[config.mk]
export PLATFORM = sky130hd
export DESIGN_NAME = class_argmax_unit_flat
export DESIGN_NICKNAME = d
export VERILOG_FILES = /design/src/rtl/class_argmax_if.sv /design/src/rtl/class_argmax_unit.sv /design/src/flat_wrapper.sv
export SDC_FILE = /design/constraint.sdc
export NUM_CORES = 1
export LEC_CHECK = 0
export ABC_AREA = 1
export CAP_MARGIN = 0
export CORE_MARGIN = 5
export CORE_UTILIZATION = 57
export CTS_BUF_LIST = sky130_fd_sc_hd__clkbuf_8
export DETAILED_ROUTE_END_ITERATION = 8
export HOLD_SLACK_MARGIN = 0.06
export MAX_ROUTING_LAYER = met4
export PLACE_DENSITY = 0.87
export SETUP_SLACK_MARGIN = 0.05
export SYNTH_ARGS = -nofsm -noshare
export SYNTH_HDL_FRONTEND = slang
export SYNTH_SLANG_ARGS = --single-unit
[constraint.sdc]
create_clock -name clk -period 2.15 [get_ports clk]
set_input_delay 0.215 -clock clk [delete_from_list [all_inputs] [get_ports clk]]
set_output_delay 0.215 -clock clk [all_outputs]
set_load 0.1 [all_outputs]
[src/rtl/class_argmax_if.sv]
// Score-in / label-out handshake bundle for the class argmax stage.
// master = score producer and result consumer, slave = argmax unit.
interface class_argmax_if #(
   parameter int SIZE    = 5,
   parameter int LABEL_W = 4
);
   logic               score_valid;
   logic               score_ready;
   logic [SIZE-1:0]    score_in;
   logic               score_last;
   logic               label_valid;
   logic               label_ready;
   logic [LABEL_W-1:0] label_out;
   logic [SIZE-1:0]    best_score;
   logic               frame_err;

   modport master (
      output score_valid, score_in, score_last, label_ready,
      input  score_ready, label_valid, label_out, best_score, frame_err
   );

   modport slave (
      input  score_valid, score_in, score_last, label_ready,
      output score_ready, label_valid, label_out, best_score, frame_err
   );
endinterface

[src/rtl/class_argmax_unit.sv]
// Streaming argmax over one frame of NUM_CLASSES unsigned scores.
// Running best is compared against each incoming score with a
// carry-lookahead subtractor; the winner is offered on a valid/ready port.

// Carry-lookahead subtractor: input_1 - input_2 as input_1 + ~input_2 + 1.
// borrow_out is the raw carry-out (1 means input_1 >= input_2).
module subtractor_lookahead #(
   parameter int SIZE = 5
) (
   input  logic [SIZE-1:0] input_1,
   input  logic [SIZE-1:0] input_2,
   output logic [SIZE-1:0] difference,
   output logic            borrow_out
);
   logic [SIZE-1:0] g;
   logic [SIZE-1:0] p;
   logic [SIZE:0]   c;
   logic            pp;

   // Each carry is expanded as a flat generate/propagate sum of products.
   always_comb begin
      g    = input_1 & ~input_2;
      p    = input_1 ^ ~input_2;
      c    = '0;
      c[0] = 1'b1;
      pp   = 1'b0;
      for (int i = 0; i < SIZE; i++) begin
         c[i+1] = g[i];
         pp     = p[i];
         for (int j = i - 1; j >= 0; j--) begin
            c[i+1] = c[i+1] | (pp & g[j]);
            pp     = pp & p[j];
         end
         c[i+1] = c[i+1] | (pp & c[0]);
      end
      difference = p ^ c[SIZE-1:0];
      borrow_out = c[SIZE];
   end
endmodule

module class_argmax_unit #(
   parameter int SIZE        = 5,
   parameter int NUM_CLASSES = 10,
   parameter int LABEL_W     = 4
) (
   input  logic           clk,
   input  logic           rst_n,
   class_argmax_if.slave  bus
);
   typedef enum logic [1:0] {IDLE, SCAN, DONE} state_t;

   localparam logic [LABEL_W-1:0] LAST_IDX = LABEL_W'(NUM_CLASSES - 1);

   state_t             state, state_nxt;
   logic [SIZE-1:0]    best;
   logic [LABEL_W-1:0] idx;
   logic [LABEL_W-1:0] cnt;
   logic               err;
   logic               rdy_en;
   logic               accept;
   logic               emit;
   logic               frame_end;
   logic               borrow;
   logic [SIZE-1:0]    diff_unused;

   // best - score_in; no carry-out means the new score is strictly larger,
   // so ties keep the earlier (lower) class index.
   subtractor_lookahead #(.SIZE(SIZE)) u_cmp (
      .input_1    (best),
      .input_2    (bus.score_in),
      .difference (diff_unused),
      .borrow_out (borrow)
   );

   assign accept    = bus.score_valid & bus.score_ready;
   assign emit      = bus.label_valid & bus.label_ready;
   assign frame_end = bus.score_last | (cnt == LAST_IDX);

   // Holds score_ready low through reset and releases it on the first edge after.
   always_ff @(posedge clk or negedge rst_n) begin
      if (!rst_n) rdy_en <= 1'b0;
      else        rdy_en <= 1'b1;
   end

   // State register.
   always_ff @(posedge clk or negedge rst_n) begin
      if (!rst_n) state <= IDLE;
      else        state <= state_nxt;
   end

   // Next-state logic.
   always_comb begin
      state_nxt = state;
      case (state)
         IDLE: if (accept) state_nxt = bus.score_last ? DONE : SCAN;
         SCAN: if (accept && frame_end) state_nxt = DONE;
         DONE: if (emit) state_nxt = IDLE;
         default: state_nxt = IDLE;
      endcase
   end

   // Handshake outputs decoded from state.
   always_comb begin
      bus.score_ready = rdy_en & (state != DONE);
      bus.label_valid = (state == DONE);
   end

   // Running best / index / class counter / frame error.
   always_ff @(posedge clk or negedge rst_n) begin
      if (!rst_n) begin
         best <= '0;
         idx  <= '0;
         cnt  <= '0;
         err  <= 1'b0;
      end else begin
         case (state)
            IDLE: if (accept) begin
               best <= bus.score_in;
               idx  <= '0;
               cnt  <= LABEL_W'(1);
               err  <= bus.score_last;
            end
            SCAN: if (accept) begin
               if (!borrow) begin
                  best <= bus.score_in;
                  idx  <= cnt;
               end
               // Counter stops at the frame-ending class so it cannot wrap
               // when NUM_CLASSES == 2**LABEL_W.
               if (frame_end) err <= !(bus.score_last && (cnt == LAST_IDX));
               else           cnt <= cnt + LABEL_W'(1);
            end
            DONE: if (emit) cnt <= '0;
            default: ;
         endcase
      end
   end

   assign bus.label_out  = idx;
   assign bus.best_score = best;
   assign bus.frame_err  = err;
endmodule

[src/flat_wrapper.sv]
// flat-port wrapper written by rule: the top's interface ports become plain ports
module class_argmax_unit_flat 
#(
   parameter int SIZE        = 5,
   parameter int NUM_CLASSES = 10,
   parameter int LABEL_W     = 4
)
  (clk, rst_n, bus_score_valid, bus_score_in, bus_score_last, bus_label_ready, bus_score_ready, bus_label_valid, bus_label_out, bus_best_score, bus_frame_err);
  class_argmax_if #(.SIZE(SIZE), .LABEL_W(LABEL_W)) bus_i ();
  input  logic clk;
  input  logic rst_n;
  input wire logic [$bits(bus_i.score_valid)-1:0] bus_score_valid;
  input wire logic [$bits(bus_i.score_in)-1:0] bus_score_in;
  input wire logic [$bits(bus_i.score_last)-1:0] bus_score_last;
  input wire logic [$bits(bus_i.label_ready)-1:0] bus_label_ready;
  output wire logic [$bits(bus_i.score_ready)-1:0] bus_score_ready;
  output wire logic [$bits(bus_i.label_valid)-1:0] bus_label_valid;
  output wire logic [$bits(bus_i.label_out)-1:0] bus_label_out;
  output wire logic [$bits(bus_i.best_score)-1:0] bus_best_score;
  output wire logic [$bits(bus_i.frame_err)-1:0] bus_frame_err;
  assign bus_i.score_valid = bus_score_valid;
  assign bus_i.score_in = bus_score_in;
  assign bus_i.score_last = bus_score_last;
  assign bus_i.label_ready = bus_label_ready;
  assign bus_score_ready = bus_i.score_ready;
  assign bus_label_valid = bus_i.label_valid;
  assign bus_label_out = bus_i.label_out;
  assign bus_best_score = bus_i.best_score;
  assign bus_frame_err = bus_i.frame_err;
  class_argmax_unit #(.SIZE(SIZE), .NUM_CLASSES(NUM_CLASSES), .LABEL_W(LABEL_W)) u_core (.clk(clk), .rst_n(rst_n), .bus(bus_i));
endmodule
==> flow_summary_export.csv <==
group,metric,value,unit
outcome,run_status,"finished clean",
layout,multiInputGateArea,576,um^2
logic_synthesis,post_synth_instance_area,1100,um^2
layout,final_cells,187,
cts,cts.sinks,17,
logic_synthesis,synth_xor_xnor_area_share,0.00794,
logic_synthesis,yosys.area.top_type,"sky130_fd_sc_hd__dfrtp_1",
worst_setup_path,worstSetupEndpointType,"flip-flop",
cts,cts_root_buffer,"sky130_fd_sc_hd__clkbuf_8",
logic_synthesis,synth.net_count,156,
timing,slew_viol_final,0,
layout,flow.area_growth_from_synthesis,25.9,%
cts,tritoncts,"done",
worst_setup_path,critical-path-top-delay-family,"simple AND/OR/NAND/NOR gates",
worst_setup_path,worstRegToRegCells,8,
global_route,grt_antenna_before_repair,0,
global_route,grt_max_degree,18,
power_and_ir_drop,power_per_cell_area,1520,nW/um^2
logic_synthesis,postSynthCellCount,135,
cts,post_cts_resized,0,
drt,drt-wirelength-per-cell,11.3,um
timing,finalHoldViolations,0,
place,globalplace.congestion,0.837,
drt,detail_route.vias_per_cell,4.98,
floorplanning,io_pins,22,
logic_synthesis,synth_top_family_by_area,"simple AND/OR/NAND/NOR gates",
timing,fin_setup_tns,0,ns
cts,clk_path_buf_depth,2,
layout,final_util,0.730,
layout,antenna_cells_inserted,0,
floorplanning,floorplan.initialDensity,0.580,
logic_synthesis,sequential_area_share_after_synthesis,0.385,
logic_synthesis,ys_warn_count,0,
drt,initialDrtViolationCount,13,
power_and_ir_drop,total_power,0.00211,W
cts,clkTransAtPathRegs,0.07,ns
layout,regArea,425,um^2
drt,vias,931,
floorplanning,rows,16,
global_route,grt_pass1_vias,867,
floorplanning,die_width,54,um
worst_setup_path,worst-path-max-fanout,9,
worst_setup_path,ff_to_ff_end,"u_core.bus.label_out[3]",
worst_setup_path,cp_data_required_time,2.28,ns
worst_setup_path,path_buf_inv,2,
logic_synthesis,ys_types,24,
floorplanning,die_h,54,um
timing,setup_viol_count_final,0,
worst_setup_path,setup.reg_to_reg.worst_slack,0.39,ns
floorplanning,core,1900,um^2
place,portBuffers,21,
cts,cts_hold_repair.buffers,0,
timing,max_freq,567,MHz
power_and_ir_drop,ir_drop,1.01,mV
flow_run,drv.max_cap_violation_count,0,
logic_synthesis,postSynthAreaPerCell,8.17,um^2
layout,fillerInstances,141,
cts,post-cts-setup-buffer-count,0,
hold_path,hp-class,"input port to asynchronous set/reset pin",
logic_synthesis,post_synth_mux_area_share,0,
cts,worst_skew_pair.late_latency,0.25,ns
logic_synthesis,synthAdderAreaFrac,0.125,
cts,tritoncts.num_buffers,3,
drt,drt_pass1_iterations,4,
power_and_ir_drop,power_leakage,0.762,nW
layout,nets,182,
layout,layout_common_cells,"sky130_fd_sc_hd__nand2_1, sky130_fd_sc_hd__inv_1, sky130_fd_sc_hd__dfrtp_1",
logic_synthesis,synth.ff_latch_count,17,
cts,cts_h_tree_lvls,1,
place,place_inst,183,
logic_synthesis,synth_simple_gate_area_frac,0.313,
timing,slew-limit-headroom,0.507,
worst_setup_path,timing.critical_path.slowest_cell_delay,0.39,ns
timing,fin_crit,1.76,ns
global_route,globalRouteOverflowTotal,0,
worst_setup_path,cp_slowest_cell,"sky130_fd_sc_hd__dfrtp_1",
logic_synthesis,synth.top_cell.area_share,0.385,
timing,grt_setup_unrepaired,"no",
drt,routed_wirelength,2110,um
timing,finalHoldWorstSlack,0.406,ns
timing,worstMarginPinSlew,0.738,ns
timing,period_share,0.821,
logic_synthesis,synth_area_leaders,"sky130_fd_sc_hd__dfrtp_1, sky130_fd_sc_hd__ha_1, sky130_fd_sc_hd__nand2_1",
layout,drive_gt1_frac,0.200,
worst_setup_path,cp_cell_sequence,"inv_1 > ha_1 > inv_1 > nand3_1 > a21oi_2 > nand2_2 > nand2_1 > nand2_1",
floorplanning,design.die.area,2920,um^2
worst_setup_path,timing.setup.critical_path_class,"flip-flop to flip-flop",
worst_setup_path,crit_path_start_kind,"flip-flop",
logic_synthesis,synth_compound_gate_area_share,0.0658,
place,post-dp-hpwl,1740,um
global_route,gr-usage-all-layers,0.173,
global_route,wire_length_of_the_first_global_routing_pass,3590,um
worst_setup_path,cp.arrival,1.90,ns
drt,drtAntennaViolNets,0,
drt,drt_drc_violations_left,0,
timing,worst_case_clock_skew,0.00572,ns
layout,layout_commonest_cell,"sky130_fd_sc_hd__nand2_1",
worst_setup_path,timing.rr.start,"u_core.state[0]",
==> power breakdown <==
part	leakage, nW	switching, W	internal (W)
Combinational	0.517	0.00101	0.000372
Clock	0.0255	0.000102	0.000128
Sequential	0.220	0.0000833	0.000418
==> state kept, by name (all words and copies together), names as in the netlist <==
signal	cells
u_core.bus.best_score	5
u_core.bus.frame_err	1
u_core.bus.label_out	4
u_core.cnt	4
u_core.rdy_en	1
u_core.state	2
==> cells by family (layout without fill, tap and decap cells) <==
kind of cell | Yosys count | count (layout)
compound gates | 13 | 13
xor+xnor | 1 | 1
fa+ha+maj | 11 | 11
buf+inv | 24 | 49
flops | 17 | 17
other cells | 1 | 1
simple gates | 68 | 68
==> cells in the mapped netlist <==
cell                      number
sky130_fd_sc_hd__nand2_4       3
sky130_fd_sc_hd__a21oi_2       2
sky130_fd_sc_hd__nand2_2       2
sky130_fd_sc_hd__and3_1        1
sky130_fd_sc_hd__dfrtp_1      17
sky130_fd_sc_hd__buf_6         2
sky130_fd_sc_hd__o21ai_0       4
sky130_fd_sc_hd__o21ai_1       3
sky130_fd_sc_hd__nor2_4        1
sky130_fd_sc_hd__nand3_4       1
sky130_fd_sc_hd__nand3_2       1
sky130_fd_sc_hd__xor2_1        1
sky130_fd_sc_hd__nand3_1      16
sky130_fd_sc_hd__nor2_2        2
sky130_fd_sc_hd__nand2_1      34
sky130_fd_sc_hd__or2_1         1
sky130_fd_sc_hd__nor3_1        2
sky130_fd_sc_hd__conb_1        1
sky130_fd_sc_hd__a21oi_1       4
sky130_fd_sc_hd__ha_1         11
sky130_fd_sc_hd__inv_1        21
sky130_fd_sc_hd__nor2_1        3
sky130_fd_sc_hd__and2_1        1
sky130_fd_sc_hd__inv_6         1
==> layer usage <==
metal	vias up	global-route usage	routed length (um)
li1	473	-	-
met1	438	0.203	909
met2	16	0.298	1100
met3	4	0.0249	77
met4	0	0.0622	22
met5	-	-	0
==> metrics by stage <==
stage	worst slack (ns)	cell area, um^2
floorplan	0.00892	1110
global placement	0.268	1340
detailed placement	0.222	1340
CTS	0.356	1390
global route	0.193	1390
finish	0.386	1390
==> how the worst max path moves through the flow <==
stage	startpoint	to	slack, ns	depth (start not counted)
6_report	u_core.state[0]	u_core.bus.label_out[3]	0.39	8
5_1_grt	u_core.state[0]	u_core.bus.label_out[2]	0.19	8
4_1_cts	u_core.state[0]	u_core.bus.label_out[3]	0.36	8
3_5_place_dp	bus_score_in[0]	u_core.bus.best_score[4]	0.22	11
3_3_place_gp	bus_score_in[4]	u_core.bus.label_out[1]	0.27	10
2_1_floorplan	u_core.state[0]	u_core.cnt[2]	0.009	8
==> worst reg2reg max path: stages, from the launching register on <==
cell                      delay [ns]
sky130_fd_sc_hd__dfrtp_1        0.39
sky130_fd_sc_hd__inv_1          0.09
sky130_fd_sc_hd__ha_1           0.30
sky130_fd_sc_hd__inv_1          0.10
sky130_fd_sc_hd__nand3_1        0.15
sky130_fd_sc_hd__a21oi_2        0.30
sky130_fd_sc_hd__nand2_2        0.18
sky130_fd_sc_hd__nand2_1        0.09
sky130_fd_sc_hd__nand2_1        0.05
==> area by class of cell <==
type | count | share of cell area
well taps | 27 | 0.0243
inverters | 22 | 0.0631
clock inverters | 1 | 0.00360
clock buffers | 3 | 0.0297
multi-input cells | 94 | 0.414
flip-flops and latches | 17 | 0.306
repair buffers | 23 | 0.159
Note: power is estimated with default switching activity, not from simulation.
==> edit 1: new RTL, config.mk and constraints unchanged <==
The 3 states of `state_t` get a one-hot encoding in 3 bits.
--- a/src/rtl/class_argmax_unit.sv
+++ b/src/rtl/class_argmax_unit.sv
@@ -48,5 +48,5 @@
    class_argmax_if.slave  bus
 );
-   typedef enum logic [1:0] {IDLE, SCAN, DONE} state_t;
+   typedef enum logic [2:0] {IDLE = 3'b001, SCAN = 3'b010, DONE = 3'b100} state_t;
 
    localparam logic [LABEL_W-1:0] LAST_IDX = LABEL_W'(NUM_CLASSES - 1);
Function: no difference found for any inputs over 10 cycles, from zero or initial values and one cycle with rst_n low; not proved beyond that.
==> edit 1 against the unedited design <==
First-iteration DRC count up 120%. Synthesized cell count up 3.0%. Critical path depth up 2. Global-route usage is 2.2 points higher. Wire length up 13%. Synthesized area unchanged. Worst hold slack worse by 0.10 ns. Final area is 0.63% lower. Non-clock buffer count shrank 1. Clock power increased by 2%. Worst setup slack worse by 0.015 ns. Sequential cell count is 1 higher. Sequential power increased by 7.8%. Power decreased by 5.0%. Critical path type is now in -> reg. Largest cell class unchanged. Highest routed layer unchanged.
==> edit 1: results (changes against the unedited design) <==
| Metric | Value |
|---|---|
| Status | complete, no violations |
| Drt first pass iters | 5 (+1) |
| Synth unique cells | 22 (-8.3%) |
| IO Port Bufs | 21 (unchanged) |
| Clock Tree Root | clkbuf_8 |
| Nets | 181 (-0.55%) |
| CP startpoint | bus_score_in[4] |
| Dpl hpwl | 1840 µm (+5.5%) |
| Routability cong. | 0.859 (+2.6%) |
| Crit path DAT | 1.92 ns (+0.02 ns) |
| R2r setup slk | 0.44 ns (+0.05 ns) |
| Cts bufs inserted | 3 (unchanged) |
| Clock Latency Late Sink | 0.25 ns (about the same) |
| Via-to-Cell Ratio | 5.18 (+4.1%) |
| # placed instances | 186 (+1.6%) |
| H-tree Lvls | 1 (unchanged) |
| Worst R2R Start | u_core.bus.best_score[4] |
| # diodes | 0 (unchanged) |
| Syn Nets | 156 (unchanged) |
| Most used DFF post-synth | dfrtp_1 |
| Vias in the first global route | 945 (+9.0%) |
| Largest net degree at the start of global routing | 19 (+1) |
| Synth top area cells | dfrtp_1, nand2_1, nand3_1 |
| DR WL/cell | 12.6 µm (+12%) |
| Leak pwr | 0.746 nW (-2.1%) |
| WHS | 0.305 ns (-0.101 ns) |
| Share of cells above drive strength 1 | 19.0% (-0.98 points) |
| Hold crit path type | in -> async |
| Initial antenna violation count | 0 (unchanged) |
| First-pass GRT wire length | 3970 µm (+11%) |
| Gr ovfl total | 0 (unchanged) |
| Crit path max fanout | 10 (+1) |
| Total GRT Usage | 19.5% (+2.2 points) |
| 1st-iter DRT viols | 28 (+15) |
| Seq/Total Area, Yosys | 40.9% (+2.4 points) |
| Synth cell count leaders | nand2_1, inv_1, nand3_1 |
| Clock skew | 0.00121 ns (-0.00450 ns) |
| Syn. warnings | 0 (unchanged) |
| Peak supply drop | 0.000961 V (-4.4%) |
| Worst r2r dst | u_core.bus.best_score[3] |
| Post-synth ARST share | 100% (unchanged) |
| Total number of vias | 985 (+5.8%) |
| Post-CTS sizing | 0 (unchanged) |
| Post-CTS Setup Bufs | 0 (unchanged) |
| Cell count after synthesis | 139 (+3.0%) |
==> edit 1: kinds of logic (layout without fill, tap and decap cells) <==
family,after synthesis,count (layout),share of synthesized area (%)
simple gates,73,73,32.3
compound gates,14,14,7.37
buf+inv,24,48,9.52
flops,18,18,40.9
other cells,1,1,0.340
xor+xnor,2,2,1.59
fa+ha+maj,7,7,7.94
==> edit 1: power by group <==
part / internal [mW] / switching, mW
Clock: 0.127 / 0.107
Combinational: 0.314 / 0.915
Sequential: 0.450 / 0.0908
==> edit 1: how the worst max path moves through the flow <==
stage | to | slack (ns) | depth (start not counted)
floorplan | u_core.bus.best_score[0] | 0.06 | 8
global placement | u_core.bus.label_out[1] | 0.22 | 10
detailed placement | u_core.bus.best_score[3] | 0.12 | 10
CTS | u_core.bus.best_score[3] | 0.37 | 10
global route | u_core.bus.label_out[3] | 0.22 | 10
finish | u_core.bus.best_score[3] | 0.37 | 10
==> edit 1: critical path, stage by stage <==
cell,delay [ns]
clkdlybuf4s50_1,0.49
inv_1,0.05
ha_1,0.30
a21oi_1,0.19
and2_1,0.15
nand2_1,0.07
nand2_2,0.16
nand2_2,0.14
nand2_1,0.10
nand2_1,0.05
==> edit 1: stage by stage <==
stage	instance area, µm²	setup WS [ns]
after floorplan	1110	0.0591
after global placement	1340	0.215
after detailed placement	1340	0.125
after CTS	1380	0.374
after global routing	1380	0.223
final	1380	0.371
==> edit 1: area by class of cell <==
type,instances,area [µm²]
multi-input combinational,97,554
clock buffer,3,41.3
inverter,22,82.6
clock inverter,1,3.75
sequential,18,452
tap,27,33.8
fill,159,522
timing repair buffer,22,213
==> edit 1: metal layers <==
metal	wire length [µm]	track usage [%]	share of wire [%]	vias to the layer above
li1	-	-	-	487
met1	1050	22.8	44	452
met2	1180	32.9	49	41
met3	138	3.05	5.8	5
met4	36	8.71	1.5	0
met5	0	-	0	-
==> edit 2: new RTL, config.mk and constraints unchanged <==
Made on the original files. `SIZE` is set to 5 in 4 places; all go to 4.
--- a/src/rtl/class_argmax_if.sv
+++ b/src/rtl/class_argmax_if.sv
@@ -2,5 +2,5 @@
 // master = score producer and result consumer, slave = argmax unit.
 interface class_argmax_if #(
-   parameter int SIZE    = 5,
+   parameter int SIZE    = 4,
    parameter int LABEL_W = 4
 );
--- a/src/rtl/class_argmax_unit.sv
+++ b/src/rtl/class_argmax_unit.sv
@@ -6,5 +6,5 @@
 // borrow_out is the raw carry-out (1 means input_1 >= input_2).
 module subtractor_lookahead #(
-   parameter int SIZE = 5
+   parameter int SIZE = 4
 ) (
    input  logic [SIZE-1:0] input_1,
@@ -40,5 +40,5 @@
 
 module class_argmax_unit #(
-   parameter int SIZE        = 5,
+   parameter int SIZE        = 4,
    parameter int NUM_CLASSES = 10,
    parameter int LABEL_W     = 4
--- a/src/flat_wrapper.sv
+++ b/src/flat_wrapper.sv
@@ -2,5 +2,5 @@
 module class_argmax_unit_flat 
 #(
-   parameter int SIZE        = 5,
+   parameter int SIZE        = 4,
    parameter int NUM_CLASSES = 10,
    parameter int LABEL_W     = 4
Ports: changed (resized bus_best_score and bus_score_in); port bits go from 22 to 20. No check against the original RTL was run, so the function may have changed too.
==> edit 2 against the unedited design <==
Clock power rose by 16%. Power decreased by 6.6%. Count of clock-buffer cells in the layout is 1 higher. Worst setup slack better by 0.060 ns. Synthesized area fell by 2.3%. Global-route usage is 3.2 points higher. Critical endpoint is now u_core.bus.label_out[1]. Wire length up 13%. Sequential cell count shrank 1. Die area fell by 1.8%. Final area shrank 2.6%. Combinational power shrank 11%.
==> edit 2: results (changes against the unedited design) <==
| Metric | Value |
|---|---|
| Final WL | 2380 µm (+13%) |
| Post-CTS sizing | 0 (unchanged) |
| Synth top area cells | dfrtp_1, nand2_1, ha_1 |
| Leak pwr | 0.756 nW (-0.74%) |
| Grt met1 use | 20.4% (+0.11 points) |
| Setup WS pre-CTS | 0.306 ns (+0.0841 ns) |
| Gr ovfl total | 0 (unchanged) |
| Hold crit path type | in -> async |
| Seq/Total Area, Yosys | 37.1% (-1.4 points) |
| Largest net degree at the start of global routing | 17 (-1) |
| Routability cong. | 0.824 (-1.6%) |
| Placed Area | 1300 µm² (-3.4%) |
| # diodes | 0 (unchanged) |
| Clock skew | 0.00215 ns (-0.00356 ns) |
| Layout Cells excl Fill | 194 (+3.7%) |
| Drt first pass iters | 4 (unchanged) |
| Setup TNS | 0 ns (unchanged) |
| Synth unique cells | 22 (-8.3%) |
| Clock Tree Root | clkbuf_8 |
| Status | complete, no violations |
| Max-slew headroom | 49.9% (-0.72 points) |
| Crit path DAT | 1.84 ns (-0.06 ns) |
| 1st-iter DRT viols | 24 (+11) |
| Vias in the first global route | 946 (+9.1%) |
| Peak supply drop | 0.00112 V (+12%) |
| Crit path max fanout | 13 (+4) |
| Clk slew on worst S/H paths | 0.06 ns |
| Total GRT Usage | 20.5% (+3.2 points) |
| H-tree Lvls | 1 (unchanged) |
| Clock Tree Buf Depth | 2 (unchanged) |
| Cts bufs inserted | 3 (unchanged) |
| Post-synth EDFFs | 0 (unchanged) |
| Net Sw Power | 1.09 mW (-8.3%) |
| Post-CTS Setup Bufs | 0 (unchanged) |
| First-pass GRT wire length | 4060 µm (+13%) |
| Post-synth ARST share | 100% (unchanged) |
| Met2 track demand over resource | 37.8% (+7.9 points) |
| Total number of vias | 970 (+4.2%) |
| Dpl hpwl | 1800 µm (+3.5%) |
| Clock Latency Late Sink | 0.25 ns (about the same) |
| GRT met3 Usage | 4.79% (+2.3 points) |
| Avg Synthesized Cell Area | 7.34 µm² (-10%) |
| Initial antenna violation count | 0 (unchanged) |
| Syn. warnings | 0 (unchanged) |
| Share of cells above drive strength 1 | 17.2% (-2.8 points) |
| Syn Nets | 166 (+6.4%) |
| IO Port Bufs | 19 (-9.5%) |
| Pwr per Cell Area | 1460 nW/µm² (-4.1%) |
| Synth cell count leaders | nand2_1, inv_1, dfrtp_1, nand3_1, ha_1 |
[edit 2: cells by family after synthesis]
family / count (synthesis) / synth area share, %
buffers and inverters: 27 / 9.75
other: 1 / 0.348
adder cells (fa/ha/maj): 10 / 11.6
AO/OA/AOI/OAI: 7 / 4.29
AND/OR/NAND/NOR: 86 / 36.9
flip-flops: 16 / 37.1
[edit 2: layout make-up]
cell class / count / area, µm²
clock buffer: 4 / 55.1
fill: 145 / 412
inverter: 26 / 97.6
multi-input combinational: 104 / 581
sequential: 16 / 400
tap: 25 / 31.3
timing repair buffer: 19 / 188
[edit 2: metal layers]
layer	part of all wire [%]	wire, µm
met1	42	1000
met5	0	0
met4	1.0	25
met3	4.3	102
met2	53	1250
[edit 2: power groups by stage]
stage / clock (mW) / sequential, mW / combinational, mW
after floorplan: 0 / 0.828 / 0.587
after global placement: 0 / 0.469 / 1.20
after detailed placement: 0 / 0.477 / 1.23
after CTS: 0.271 / 0.471 / 1.24
after global routing: 0.287 / 0.486 / 1.32
final: 0.266 / 0.471 / 1.23
[edit 2: final timing paths]
path	start	endpoint	slack (ns)	cells past startpoint
max in group asynchronous	rst_n	u_core.bus.label_out[3]	1.27	1
setup / recovery	u_core.state[1]	u_core.bus.label_out[1]	0.45	7
setup reg to reg	u_core.state[1]	u_core.bus.label_out[1]	0.45	7
hold reg to reg	u_core.bus.label_out[3]	u_core.bus.label_out[3]	0.47	2
hold / removal	rst_n	u_core.bus.frame_err	0.41	1
min in group clk	u_core.bus.label_out[3]	u_core.bus.label_out[3]	0.47	2
[edit 2: critical path: stages, from the launching register on]
cell and delay [ns]:
dfrtp_1 0.41, inv_1 0.09, ha_1 0.45, inv_2 0.15, a21oi_4 0.27, nand2_4 0.11
nand2_1 0.07, nand2_1 0.05
